[src/rtl/noc_depacketizer_pkg.sv]
// Shared NoC definitions for the receive-side depacketizer: flit types, head-flit layout, FSM states.
// The head layout constants describe the default geometry; the depacketizer derives its own from its parameters.
package noc_depacketizer_pkg;

   localparam int DEF_FLIT_W  = 66;
   localparam int DEF_DATA_W  = 64;
   localparam int DEF_ID_X_W  = 2;
   localparam int DEF_ID_Y_W  = 2;
   localparam int DEF_TYPE_W  = 2;
   localparam int DEF_ORDER_W = 4;
   localparam int DEF_LEN_W   = 8;

   // Head flit fields packed from bit 0 upward.
   localparam int HEAD_SRC_X_LSB = 0;
   localparam int HEAD_SRC_Y_LSB = HEAD_SRC_X_LSB + DEF_ID_X_W;
   localparam int HEAD_DST_X_LSB = HEAD_SRC_Y_LSB + DEF_ID_Y_W;
   localparam int HEAD_DST_Y_LSB = HEAD_DST_X_LSB + DEF_ID_X_W;
   localparam int HEAD_TYPE_LSB  = HEAD_DST_Y_LSB + DEF_ID_Y_W;
   localparam int HEAD_ORDER_LSB = HEAD_TYPE_LSB + DEF_TYPE_W;
   localparam int HEAD_LEN_LSB   = HEAD_ORDER_LSB + DEF_ORDER_W;
   localparam int HEAD_W         = HEAD_LEN_LSB + DEF_LEN_W;

   typedef enum logic [1:0] {
      FLIT_BODY   = 2'b00,
      FLIT_TAIL   = 2'b01,
      FLIT_HEAD   = 2'b10,
      FLIT_SINGLE = 2'b11
   } flit_type_e;

   typedef struct packed {
      logic [DEF_LEN_W-1:0]   len;
      logic [DEF_ORDER_W-1:0] order;
      logic [DEF_TYPE_W-1:0]  pkt_type;
      logic [DEF_ID_Y_W-1:0]  dst_y;
      logic [DEF_ID_X_W-1:0]  dst_x;
      logic [DEF_ID_Y_W-1:0]  src_y;
      logic [DEF_ID_X_W-1:0]  src_x;
   } head_t;

   typedef enum logic [1:0] {
      ST_IDLE    = 2'd0,
      ST_PAYLOAD = 2'd1,
      ST_DROP    = 2'd2
   } state_e;

endpackage

[src/rtl/noc_skid_buf.sv]
// Two-entry valid/ready skid buffer; entry 0 always drives the output.
module noc_skid_buf #(
   parameter int W = 8
) (
   input  logic         clk,
   input  logic         rst,
   input  logic         in_valid,
   output logic         in_ready,
   input  logic [W-1:0] in_data,
   output logic         out_valid,
   input  logic         out_ready,
   output logic [W-1:0] out_data
);

   logic [W-1:0] ent0;
   logic [W-1:0] ent1;
   logic [1:0]   count;
   logic         push;
   logic         pop;

   assign in_ready  = (count != 2'd2);
   assign out_valid = (count != 2'd0);
   assign out_data  = ent0;
   assign push      = in_valid && in_ready;
   assign pop       = out_valid && out_ready;

   // A push into a one-entry buffer while it drains lands directly in entry 0.
   always_ff @(posedge clk or posedge rst) begin
      if (rst) begin
         ent0  <= '0;
         ent1  <= '0;
         count <= 2'd0;
      end else begin
         case ({push, pop})
            2'b10: begin
               if (count == 2'd0) ent0 <= in_data;
               else               ent1 <= in_data;
               count <= count + 2'd1;
            end
            2'b01: begin
               ent0  <= ent1;
               count <= count - 2'd1;
            end
            2'b11: ent0 <= in_data;
            default: ;
         endcase
      end
   end

endmodule

[src/rtl/noc_depacketizer.sv]
// NoC local-port receiver: decodes head flits into metadata and strips payload flits into data beats.
// Optional destination/length checking is enabled with `NOC_DEPKT_CHECK_EN.
module noc_depacketizer
   import noc_depacketizer_pkg::*;
#(
   parameter int FLIT_W  = DEF_FLIT_W,
   parameter int DATA_W  = DEF_DATA_W,
   parameter int ID_X_W  = DEF_ID_X_W,
   parameter int ID_Y_W  = DEF_ID_Y_W,
   parameter int TYPE_W  = DEF_TYPE_W,
   parameter int ORDER_W = DEF_ORDER_W,
   parameter int LEN_W   = DEF_LEN_W
) (
   input  logic               clk,
   input  logic               rst,
   input  logic [ID_X_W-1:0]  local_x,
   input  logic [ID_Y_W-1:0]  local_y,
   input  logic               flit_in_valid,
   output logic               flit_in_ready,
   input  logic [FLIT_W-1:0]  flit_in,
   output logic               meta_valid,
   input  logic               meta_ready,
   output logic [ID_X_W-1:0]  meta_src_x,
   output logic [ID_Y_W-1:0]  meta_src_y,
   output logic [TYPE_W-1:0]  meta_type,
   output logic [ORDER_W-1:0] meta_order,
   output logic [LEN_W-1:0]   meta_len,
   output logic               data_valid,
   input  logic               data_ready,
   output logic [DATA_W-1:0]  data,
   output logic               data_last,
   output logic               err_dest,
   output logic               err_len,
   output logic               busy
);

   localparam int OFF_SRC_Y = ID_X_W;
   localparam int OFF_DST_X = OFF_SRC_Y + ID_Y_W;
   localparam int OFF_DST_Y = OFF_DST_X + ID_X_W;
   localparam int OFF_TYPE  = OFF_DST_Y + ID_Y_W;
   localparam int OFF_ORDER = OFF_TYPE + TYPE_W;
   localparam int OFF_LEN   = OFF_ORDER + ORDER_W;

   state_e           state;
   state_e           state_n;
   flit_type_e       ftype;
   logic             run;
   logic             accept;
   logic             dest_ok;
   logic             meta_load;
   logic             cnt_clr;
   logic             cnt_inc;
   logic             push;
   logic             push_last;
   logic             err_len_n;
   logic [LEN_W:0]   cnt;
   logic [LEN_W:0]   cnt_next;
   logic             skid_in_ready;
   logic [DATA_W:0]  skid_in;
   logic [DATA_W:0]  skid_out;

   assign ftype    = flit_type_e'(flit_in[FLIT_W-1 -: 2]);
   assign cnt_next = (&cnt) ? cnt : cnt + {{LEN_W{1'b0}}, 1'b1};
   assign busy     = (state != ST_IDLE);

`ifdef NOC_DEPKT_CHECK_EN
   logic           err_dest_n;
   logic [LEN_W:0] len_plus1;

   assign dest_ok   = (flit_in[OFF_DST_X +: ID_X_W] == local_x) &&
                      (flit_in[OFF_DST_Y +: ID_Y_W] == local_y);
   assign len_plus1 = {1'b0, meta_len} + {{LEN_W{1'b0}}, 1'b1};

   always_ff @(posedge clk or posedge rst) begin
      if (rst) err_dest <= 1'b0;
      else     err_dest <= err_dest_n;
   end
`else
   logic unused_local;

   assign dest_ok      = 1'b1;
   assign err_dest     = 1'b0;
   assign unused_local = ^{local_x, local_y};
`endif

   // Ready is held off until the first cycle after reset so the reset value is 0.
   always_comb begin
      state_n       = state;
      flit_in_ready = 1'b0;
      meta_load     = 1'b0;
      cnt_clr       = 1'b0;
      cnt_inc       = 1'b0;
      push          = 1'b0;
      push_last     = 1'b0;
      err_len_n     = 1'b0;
`ifdef NOC_DEPKT_CHECK_EN
      err_dest_n    = 1'b0;
`endif
      case (state)
         ST_IDLE:    flit_in_ready = run && (!meta_valid || meta_ready);
         ST_PAYLOAD: flit_in_ready = run && skid_in_ready;
         ST_DROP:    flit_in_ready = run;
         default:    flit_in_ready = 1'b0;
      endcase
      accept = flit_in_valid && flit_in_ready;

      if (accept) begin
         case (state)
            ST_IDLE: begin
               case (ftype)
                  FLIT_HEAD: begin
                     if (dest_ok) begin
                        meta_load = 1'b1;
                        cnt_clr   = 1'b1;
                        state_n   = ST_PAYLOAD;
                     end else begin
`ifdef NOC_DEPKT_CHECK_EN
                        err_dest_n = 1'b1;
                        state_n    = ST_DROP;
`endif
                     end
                  end
                  FLIT_SINGLE: begin
                     if (dest_ok) begin
                        meta_load = 1'b1;
                     end else begin
`ifdef NOC_DEPKT_CHECK_EN
                        err_dest_n = 1'b1;
`endif
                     end
                  end
                  default: err_len_n = 1'b1;
               endcase
            end
            ST_PAYLOAD: begin
               push    = 1'b1;
               cnt_inc = 1'b1;
               if (ftype == FLIT_TAIL) begin
                  push_last = 1'b1;
                  state_n   = ST_IDLE;
`ifdef NOC_DEPKT_CHECK_EN
                  err_len_n = (cnt_next != len_plus1);
`endif
               end
            end
            ST_DROP: begin
               if (ftype == FLIT_TAIL) state_n = ST_IDLE;
            end
            default: state_n = ST_IDLE;
         endcase
      end
   end

   // Meta register holds its fields until the consumer takes them.
   always_ff @(posedge clk or posedge rst) begin
      if (rst) begin
         state      <= ST_IDLE;
         run        <= 1'b0;
         cnt        <= '0;
         err_len    <= 1'b0;
         meta_valid <= 1'b0;
         meta_src_x <= '0;
         meta_src_y <= '0;
         meta_type  <= '0;
         meta_order <= '0;
         meta_len   <= '0;
      end else begin
         state   <= state_n;
         run     <= 1'b1;
         err_len <= err_len_n;
         if (cnt_clr)      cnt <= '0;
         else if (cnt_inc) cnt <= cnt_next;
         if (meta_load) begin
            meta_valid <= 1'b1;
            meta_src_x <= flit_in[0 +: ID_X_W];
            meta_src_y <= flit_in[OFF_SRC_Y +: ID_Y_W];
            meta_type  <= flit_in[OFF_TYPE +: TYPE_W];
            meta_order <= flit_in[OFF_ORDER +: ORDER_W];
            meta_len   <= flit_in[OFF_LEN +: LEN_W];
         end else if (meta_ready) begin
            meta_valid <= 1'b0;
         end
      end
   end

   assign skid_in   = {push_last, flit_in[DATA_W-1:0]};
   assign data      = skid_out[DATA_W-1:0];
   assign data_last = skid_out[DATA_W];

   noc_skid_buf #(
      .W (DATA_W + 1)
   ) u_skid (
      .clk       (clk),
      .rst       (rst),
      .in_valid  (push),
      .in_ready  (skid_in_ready),
      .in_data   (skid_in),
      .out_valid (data_valid),
      .out_ready (data_ready),
      .out_data  (skid_out)
   );

endmodule

[config.mk]
export PLATFORM = sky130hd
export DESIGN_NAME = noc_depacketizer
export DESIGN_NICKNAME = d
export VERILOG_FILES = /design/src/rtl/noc_depacketizer_pkg.sv /design/src/rtl/noc_skid_buf.sv /design/src/rtl/noc_depacketizer.sv
export SDC_FILE = /design/constraint.sdc
export NUM_CORES = 1
export LEC_CHECK = 0
export ABC_CLOCK_PERIOD_IN_PS = 8600
export CAP_MARGIN = 5
export CELL_PAD_IN_SITES_DETAIL_PLACEMENT = 1
export CELL_PAD_IN_SITES_GLOBAL_PLACEMENT = 2
export CORE_MARGIN = 3
export CORE_UTILIZATION = 38
export DETAILED_ROUTE_END_ITERATION = 16
export PLACE_DENSITY_LB_ADDON = 0.1
export SYNTH_ARGS = -nofsm -noshare
export SYNTH_HDL_FRONTEND = slang
export SYNTH_HIERARCHICAL = 1
export SYNTH_SLANG_ARGS = --single-unit
[constraint.sdc]
create_clock -name clk -period 8.6 [get_ports clk]
set_clock_uncertainty 0.15 [all_clocks]
set_input_delay 1.72 -clock clk [delete_from_list [all_inputs] [get_ports clk]]
set_output_delay 1.72 -clock clk [all_outputs]
set_load 0.01 [all_outputs]
; Word-level counts from Yosys, hierarchy flattened
; Index checks and enable logic that the tools add are counted.
[word_totals]
word_cells = 66
register_bits = 155
[op_classes]
bitwise_logic = 1
add_sub_neg = 2
n_eq_ne = 12
reduce_logical = 19
muxes = 20
[ops]
columns = op, count
row1 = case mux 65 bit (3 select lines), 1
row2 = two-way mux 65 bit, 1
row3 = two-way mux 1 bit, 13
row4 = == test 2 bit (second input constant), 5
row5 = case mux 2 bit (2 select lines), 2
row6 = nonzero test 2 bit, 4
row7 = == test 2 x 1 -> 1 bit (second input constant), 3
row8 = inequality test 2 x 1 -> 1 bit (second input constant), 3
row9 = logical AND 1 bit, 5
row10 = zero test 2 bit, 2
row11 = two-way mux 2 bit, 2
row12 = AND reduction 2 bit, 2
row13 = OR reduction 2 bit, 2
row14 = case mux 1 bit (3 select lines), 1
row15 = AND reduction 3 bit, 1
row16 = nonzero test 3 bit, 1
row17 = adder 2 x 1 -> 2 bit (second input constant), 1
row18 = inequality test 2 bit (second input constant), 1
row19 = subtractor 2 x 1 -> 2 bit (second input constant), 1
row20 = zero test 1 bit, 1
row21 = logical OR 1 bit, 1
row22 = inverter 1 bit, 1

; Longest topological paths before layout
[logic_depth]
ltp_word = 10
depth_mapped = 10

; By module
; Netlist, hierarchy kept.
[modules_own_cells]
columns = module, area_each_um2, cells_per_inst, instances, seq_area_each_um2
row1 = noc_skid_buf, 6029.5, 364, 1, 3303.2
row2 = noc_depacketizer, 933.4, 60, 1, 550.5

; Worst setup path after synthesis
; No wires, ideal clock.
[synth_path]
path_type = input to output
start = in meta_ready
end = out flit_in_ready
cell_stages = 3
arrival_time_ns = 2.127
path_slack_ns = 4.603
cell_sequence = nor2b_4 -> o21ai_0 -> and2_1
[synth_between]
elab_chain_len = 3
[synth_rtl]
columns = item, line
row1 = start: declaration, noc_depacketizer.sv:22  ; input logic meta_ready,
row2 = logical OR 1 bit, noc_depacketizer.sv:100  ; ST_IDLE: flit_in_ready = run && (!meta_valid || meta_ready);
row3 = logical AND 1 bit, noc_depacketizer.sv:100
row4 = case mux 1 bit (3 select lines), noc_depacketizer.sv:99  ; case (state)
row5 = end: declaration, noc_depacketizer.sv:19  ; output logic flit_in_ready,
; No other way between the ends.

; Final worst setup path
; Ends and elaborated chain as after synthesis.

==> metrics <==
CP Capture Point flit_in_ready; Distinct cells, synth 31; clk root buf clkbuf_16; Worst EP arrival 3180 ps; layout cells sized above 1 43.8%; CTS resizes 0; worst setup path class in -> out; CP dominant cell by count clkdlybuf4s50_1; H-tree depth 4; I/O Buffers 158; largest net degree at the start of global routing 84; area of the core 17600 um2; Reg2Reg Depth 6; fill count 1664; Inserted Clock Buffers 17; ys flop type dfrtp_1; Worst slew margin 23.2%; Routed WL 15700 um; Detailed Place HPWL 10300 um; die height 141 um; Mapped Area 6960 um2; Critical Path Max Stage Delay 570 ps; Flop pwr share 37.3%; Register Area 3850 um2; Core Util, Final 52.4%; first-pass GRT wire length 25400 um; Synth area leaders dfrtp_1, mux2_2, mux2_4, buf_12, buf_6; clock buffer depth 2; initial antenna violation count 0; pwr/cell area 330 nW/um2; Area after DPL 8630 um2; largest area contributor in the netlist dfrtp_1; crit path max fanout 5; IO Pins 164; vias in the first global route 4703; Hold Path Stages 1; Post-synth ARST share 100%; maxcap violations 0; critical path's top delay family buffers and inverters; total global routing overflow 0; Slew @ Worst Pin 1150 ps; CTS tree built; Final setup viols 0; WP data required 6730 ps; CP bufs+invs 2; drt wl/cell 19.2 um; initial cell density of the core 39.6%; Int Power 0.00218 W; CTS sink cnt 154; TNS Setup 0 ps; Hold/Removal Path Class reg -> reg; Post-route DRC 0; nature of the critical path endpoint output pin; via count 4032; Critical Path Stages 5; Cells after Synth 424; R2R Path End u_skid/out_data[51]; Layout Nets 658; Non-Filler Instances 819; RSZ-0062 raised after global routing no; Reg clk slew, reported paths 50 ps; setup bufs post-CTS 0; DRT Pass-1 Iters 4; status complete, no violations; switching power 0.000861 W; final instance area 9230 um2; RR Startpoint u_skid/count[0]; CP max stage cell clkdlybuf4s50_1; Pins Over Slew Limit 0; die area 20000 um2; Placement Rows 48; Seq/Total Area, Yosys 55.3%; Inserted Diodes 0; latest clock arrival within the worst-skew pair 420 ps; worst path cell trace clkdlybuf4s50_1, nor2b_4, o21ai_0, and2_1, clkdlybuf4s50_1; layout overhead on the synthesized area 32.5%; Initial DRC Count 74; placed cell count 787; die width 141 um; CP Launch Type input pin; clock power share 25.0%; Final ANT Viol Nets 0; critical path launch point meta_ready; fin crit period 5050 ps; DR vias/cell 4.92; Synth top area share 55.3%; Multi-input gate area 2860 um2; Comb power frac 37.7%; synth warn 6; VDD IR-drop max 0.169 mV; r2r setup slk 5740 ps; RD Place Congestion 0.736; post-cts hold buffer count 0; final hold vios 0; final worst-path cycle share 58.7%; P_leak 4.21 nW; Commonest cells post-synth dfrtp_1, mux2_2, mux2_4; Max Fclk 198 MHz; Synth Register Bits 154; Synth Area per Inst 16.4 um2; syn nets 501; Net Sw Frac 28.3%; number of synthesized flops with an enable pin 0; GRT Resource Usage Total 16.3%
==> worst reg2reg max path: cells and delay by family (launching register included) <==
family	cells	cell delay [ps]
AO/OA/AOI/OAI	1	680
AND/OR/NAND/NOR	3	420
multiplexers	1	440
buffers and inverters	1	630
flip-flops	1	440
==> layout by cell type, fill, tap and decap left out <==
cell type and instances:
clkdlybuf4s50_1 158, mux2_2 154, dfrtp_1 154, mux2_4 59, clkbuf_16 17, inv_6 4, nand2_1 3, nor2_1 3
clkinv_2 3, clkbuf_8 3, buf_4 3, o21ai_0 2, inv_1 2, nand2b_1 2, conb_1 2, bufinv_16 2
clkinvlp_4 2, nand2_4 2, inv_4 2, xnor2_1 2, nor2b_4 1, nand3_2 1, nor3_4 1, or2_2 1
and2_1 1, nor4_1 1, nor4b_1 1, a2bb2oi_1 1, clkinv_4 1, nor2_4 1, inv_2 1, a21oi_4 1
xor2_1 1, ha_1 1, ha_4 1
==> layer usage <==
| metal | global-route usage, % | vias to the layer above | wire, um |
|---|---|---|---|
| met5 | 0 | - | 0 |
| met4 | 4.90 | 0 | 175 |
| met3 | 5.93 | 15 | 1060 |
| met2 | 28.2 | 103 | 8070 |
| met1 | 19.1 | 2100 | 6430 |
| li1 | - | 1814 | - |
==> power groups by stage <==
stage / clock network (W) / registers, W / logic (W)
global placement: 0 / 0.00113 / 0.00114
CTS: 0.000786 / 0.00114 / 0.00117
global route: 0.000822 / 0.00117 / 0.00123
floorplan: 0 / 0.00120 / 0.000627
finish: 0.000760 / 0.00114 / 0.00115
detailed placement: 0 / 0.00115 / 0.00117
==> flip-flops by register name, summed over array words and instances (netlist names), 2 cells and up <==
signal           flops
meta_len             8
meta_order           4
meta_src_x           2
meta_src_y           2
meta_type            2
u_skid/count         2
u_skid/ent1         65
u_skid/out_data     65
==> how the worst min path moves through the flow <==
stage                               start              end  slack, ps
after global routing      u_skid/ent1[33]  u_skid/ent1[33]        370
after detailed placement   u_skid/ent1[6]   u_skid/ent1[6]        340
final                      u_skid/ent1[2]   u_skid/ent1[2]        350
after global placement    u_skid/ent1[22]  u_skid/ent1[22]        330
after CTS                  u_skid/ent1[2]   u_skid/ent1[2]        350
after floorplan            u_skid/ent1[0]   u_skid/ent1[0]        320
==> cell type report <==
cell class              instances  area share, %
flip-flops and latches        154           41.8
multi-input cells             242           31.0
repair buffers                161           17.4
clock buffers                  20           5.06
well taps                     225           3.05
clock inverters                12           1.45
inverters                       5          0.258
==> kinds of logic after synthesis <==
family,count (synthesis),share of synthesized area [%]
other,2,0.108
buffers and inverters,28,3.83
DFF,154,55.3
AOI/OAI and AO/OA,4,0.503
and+or+nand+nor,18,1.85
adders and majority gates,2,0.359
xor gates and xnor gates,3,0.377
muxes,213,37.6
==> stage by stage <==
step	hold WS, ps	worst slack [ps]	total power [W]
final	353	3550	0.00304
after floorplan	324	3200	0.00182
after global routing	367	3470	0.00322
after global placement	330	3570	0.00227
after detailed placement	340	3530	0.00231
after CTS	354	3530	0.00310
(Power assumes the default switching activity.)
